### src/rtl/tone_gen.sv
// Glitch-free square-wave tone generator fed by the note table's half-period divider (0 = rest).
// Optional TONE_VOLUME_EN adds i_volume and a 2-bit PWM gate on the output. Load: 1 cycle from silence, else at a half-period boundary.
module tone_gen #(
  parameter int PRESCALE = 16
) (
  input  logic       i_clk,
  input  logic       i_rst,
  input  logic [7:0] i_div_in,
  input  logic       i_div_valid,
  output logic       o_div_ready,
  input  logic       i_enable,
  output logic       o_tone_out,
`ifdef TONE_VOLUME_EN
  input  logic [1:0] i_volume,
`endif
  output logic       o_edge
);

  localparam int PW = (PRESCALE > 1) ? $clog2(PRESCALE) : 1;
  localparam logic [PW-1:0] PMAX = PW'(PRESCALE - 1);

  logic [PW-1:0] r_presc;
  logic [7:0]    r_pending;
  logic          r_pend_full;
  logic [7:0]    r_active;
  logic [7:0]    r_hp_cnt;
  logic          r_square;
  logic          r_edge;

  logic w_run;
  logic w_tick;
  logic w_boundary;

  assign w_run      = i_enable && (r_active != 8'd0);
  assign w_tick     = w_run && (r_presc == PMAX);
  assign w_boundary = w_tick && (r_hp_cnt == r_active - 8'd1);

  always_ff @(posedge i_clk) begin
    if (i_rst) begin
      r_presc     <= '0;
      r_pending   <= 8'd0;
      r_pend_full <= 1'b0;
      r_active    <= 8'd0;
      r_hp_cnt    <= 8'd0;
      r_square    <= 1'b0;
      r_edge      <= 1'b0;
    end else begin
      r_edge <= 1'b0;
      // Accept and load are exclusive: accept needs an empty slot, load a full one.
      if (i_div_valid && !r_pend_full) begin
        r_pending   <= i_div_in;
        r_pend_full <= 1'b1;
      end else if (r_pend_full && (!w_run || w_boundary)) begin
        r_active    <= r_pending;
        r_pend_full <= 1'b0;
      end

      if (!w_run) begin
        r_presc  <= '0;
        r_hp_cnt <= 8'd0;
        r_square <= 1'b0;
      end else begin
        r_presc <= w_tick ? '0 : r_presc + PW'(1);
        if (w_boundary) begin
          r_hp_cnt <= 8'd0;
          // A rest loaded at the boundary drops the output without a toggle.
          if (r_pend_full && (r_pending == 8'd0)) begin
            r_square <= 1'b0;
          end else begin
            r_square <= ~r_square;
            r_edge   <= 1'b1;
          end
        end else if (w_tick) begin
          r_hp_cnt <= r_hp_cnt + 8'd1;
        end
      end
    end
  end

  assign o_div_ready = !r_pend_full;
  assign o_edge      = r_edge;

`ifdef TONE_VOLUME_EN
  logic [1:0] r_pwm_cnt;

  always_ff @(posedge i_clk) begin
    if (i_rst) begin
      r_pwm_cnt <= 2'd0;
    end else begin
      r_pwm_cnt <= r_pwm_cnt + 2'd1;
    end
  end

  assign o_tone_out = r_square && (r_pwm_cnt <= i_volume);
`else
  assign o_tone_out = r_square;
`endif

endmodule
### config.mk
export PLATFORM = sky130hd
export DESIGN_NAME = tone_gen
export DESIGN_NICKNAME = d
export VERILOG_FILES = /design/src/rtl/tone_gen.sv
export SDC_FILE = /design/constraint.sdc
export NUM_CORES = 1
export LEC_CHECK = 0
export ABC_AREA = 1
export CORE_ASPECT_RATIO = 0.9
export CORE_MARGIN = 2
export CORE_UTILIZATION = 40
export DETAILED_ROUTE_END_ITERATION = 16
export PLACE_DENSITY = 0.66
export RECOVER_POWER = 25
export SETUP_SLACK_MARGIN = 0.05
export SLEW_MARGIN = 20
export SYNTH_ARGS = -nofsm -noshare
export SYNTH_HDL_FRONTEND = slang
export SYNTH_SLANG_ARGS = --single-unit
### constraint.sdc
create_clock -name i_clk -period 2.3 [get_ports i_clk]
set_clock_uncertainty 0.05 [all_clocks]
set_input_delay 0.345 -clock i_clk [delete_from_list [all_inputs] [get_ports i_clk]]
set_output_delay 0.345 -clock i_clk [all_outputs]
set_load 0.02 [all_outputs]
==> impl_metrics.ini <==
[setup_path]
rr_startpoint = r_active[0]$_SDFFE_PP0P_
critical_path_peak_fanout = 17
cp_slowest_cell = dfxtp_1
required_ns = 2.42
critPathCaptureType = flip-flop
cp.arrival_ns = 2.09
path_class = reg2reg
critPathLaunch = r_active[0]$_SDFFE_PP0P_
crit_path_start_kind = flip-flop
cpPeakStageDelay_ns = 0.36
cp_top_family = simple AND/OR/NAND/NOR gates
path_cells = inv_1 > ha_1 > inv_1 > nor2_1 > nand3_2 > nor2_4 > nor2_4 > nand2_4 > inv_4 > nand3_4 > nand2_4 > nand3_1 > nand2_1 > nor2_1
path_buf_inv = 3

[min_path]
worstHoldStart = r_presc[0]$_SDFF_PP0_
hold_class = reg2reg

[final_layout]
multiInputGateArea_sq_um = 838.3
final_area_sq_mm = 0.001887
num_antenna_cells = 0
area_delta_synth_final_pct = 17.81
layout.nets = 261
ff_latch_area_sq_um = 620.6
fillers = 375
drive_above_1_share_pct = 9.717
fin_util_pct = 49.87

[drt]
vias_per_cell = 4.778
routedWlPerCell_um = 10.23
route.detailed.drc = 0
drt-total-wl_mm = 2.996
drt_first_pass_iters = 4
ant_nets = 0
drtIter0Drc = 28
vias = 1400

[placed_design]
hpwlAfterDp_mm = 2.281
placedInstanceArea_sq_mm = 0.001787
portBuffers = 14
gp_congestion = 0.8237

[die]
initial_core_util_pct = 42.33
die_x_um = 70.70
fp.dieH_um = 64.03
fp-row-count = 21
dieArea_sq_mm = 0.004527
core_region_area_sq_mm = 0.003784
io_pins = 15

[yosys]
syn_nets = 243
syn_area_per_cell_sq_um = 7.024
synthTopCellsByArea = dfxtp_1 (39%), nand2_1 (11%), a21oi_1 (7.2%)
synth_xor_area_share_pct = 3.828
synthCells = 228
synth_edf_count = 0
yosysWarnings = 0
yosysUniqueCellTypes = 28
ys_ff_latch = 31
synth_top_family_by_area = simple AND/OR/NAND/NOR gates
synth_simple_gate_area_share_pct = 35.55
synth_adder_area_share_pct = 2.344
netlist_area_sq_mm = 0.001602
ys_dominant_reg_cell = dfxtp_1
synth_compound_area_share_pct = 10.63
muxShareOfSynthArea_pct = 0
ys_seq_area_share_pct = 38.75
synth_top_area_share_pct = 38.75
yosys.area.top_type = dfxtp_1
async_flop_share_pct = 0

[clocking]
cts_buffers = 5
clk_pin_slew_worst_paths_ns = 0.06
clock_sinks = 31
cts_resized = 0
cts-root-buf = clkbuf_8
clock_latency_ns = 0.28
postCtsHoldBufs = 0
cts_buffer_depth = 2
cts-htree-levels = 2
cts_tree = done
cts_setup_buffers = 0

[global_route]
gr-total-overflow = 0
grt_max_degree = 18
antenna_found_initial = 0
grt_pass1_wl_mm = 5.658
grt_pass1_vias = 1337
grt_use_total_pct = 15.42

[timing]
fmax_mhz = 509.3
rsz0062_at_grt = false
slew_headroom_pct = 73.44
finalHoldViolations = 0
tightest_slew_ns = 0.3974
finalMaxSlewViolations = 0
hold_slack_ns = 0.3989
period_needed_ns = 1.963
fin_crit_sh_pct = 85.36
finalSetupViolCount = 0
tns_ns = 0

[power_and_ir_drop]
leakagePower_uw = 0.0007984
ir_drop_v = 0.0003997
power.density_mw_per_mm2 = 745.5

[status]
status = complete, no violations

[run]
max-cap-violations = 0
[power by group]
part	leakage [uW]	total [uW]	internal [uW]	switching, uW
Combinational	0.000494	344	131	213
Clock	0.0000515	460	273	188
Sequential	0.000253	602	572	30.0
Total	0.000798	1410	976	431
[through the flow]
step / setup WS (ns) / power (uW) / instances
floorplan: 0.4595 / 884.7 / 228
global placement: 0.3631 / 955.6 / 285
detailed placement: 0.3375 / 957.4 / 285
CTS: 0.3251 / 1418 / 293
global route: 0.1015 / 1500 / 293
finish: 0.3367 / 1407 / 293
[cell families (layout without fill, tap and decap cells)]
family | Yosys count | in the layout
flops | 31 | 31
fa+ha+maj | 3 | 3
compound gates | 34 | 34
simple gates | 118 | 118
buf+inv | 35 | 54
xor+xnor | 7 | 7
[metal layers]
metal / up-vias / wire length (um) / track usage, %
met5: - / 0 / 0
met4: 0 / 38 / 4.953
met3: 4 / 142 / 4.416
met2: 25 / 1246 / 24.30
met1: 600 / 1569 / 20.33
li1: 771 / - / -
[worst paths after layout]
path	slack, ns	to	cells after the start
worst max-delay path	0.34	r_active[6]$_SDFFE_PP0P_	14
worst min-delay path	0.40	r_presc[0]$_SDFF_PP0_	1
worst max register to register	0.34	r_active[6]$_SDFFE_PP0P_	14
worst min register to register	0.40	r_presc[0]$_SDFF_PP0_	1
[synth_stat cells, types with 2 or more instances]
library cell	number
nand2_1	49
dfxtp_1	31
inv_1	29
a21oi_1	23
nor2_1	23
nand3_1	20
o21ai_0	10
nand4_1	4
nor2_2	4
nor3_1	4
xnor2_1	4
ha_1	3
xor2_1	3
clkbuf_1	2
nand2_4	2
nand3_2	2
nor2_4	2
nor3b_1	2
or2_2	2
[layout by cell type (no fill, tap or decap), drive strengths merged]
cell type      synthesis  layout
a21oi                 23      23
o21ai                 11      11
xnor2                  4       4
nor4                   1       1
inv                   30      30
or2                    3       3
xor2                   3       3
nand4                  4       4
nand3                 23      23
nor3b                  2       2
clkdlybuf4s50          0      13
buf                    3       2
nor3                   4       4
dlygate4sd3            0       1
nand2                 52      52
dfxtp                 31      31
nor2                  29      29
ha                     3       3
clkbuf                 2       8
[worst register-to-register path, stage by stage (launching register included)]
cell and delay (ns):
dfxtp_1 0.36, inv_1 0.08, ha_1 0.23, inv_1 0.08, nor2_1 0.06, nand3_2 0.10, nor2_4 0.05, nor2_4 0.16
nand2_4 0.11, inv_4 0.10, nand3_4 0.09, nand2_4 0.18, nand3_1 0.10, nand2_1 0.07, nor2_1 0.03
[registers in the layout, summed over array words and instances (netlist names)]
name / cells
o_tone_out: 1
r_hp_cnt: 8
r_pending: 8
r_pend_full: 1
r_presc: 4
r_active: 8
o_edge: 1
[layout make-up]
| cell class | count | area share (%) |
|---|---|---|
| Clock buffer | 8 | 5.305 |
| Timing Repair Buffer | 16 | 8.223 |
| Inverter | 30 | 6.101 |
| Multi-Input combinational cell | 162 | 44.43 |
| Tap cell | 46 | 3.050 |
| Sequential cell | 31 | 32.89 |
(Power assumes the default switching activity.)
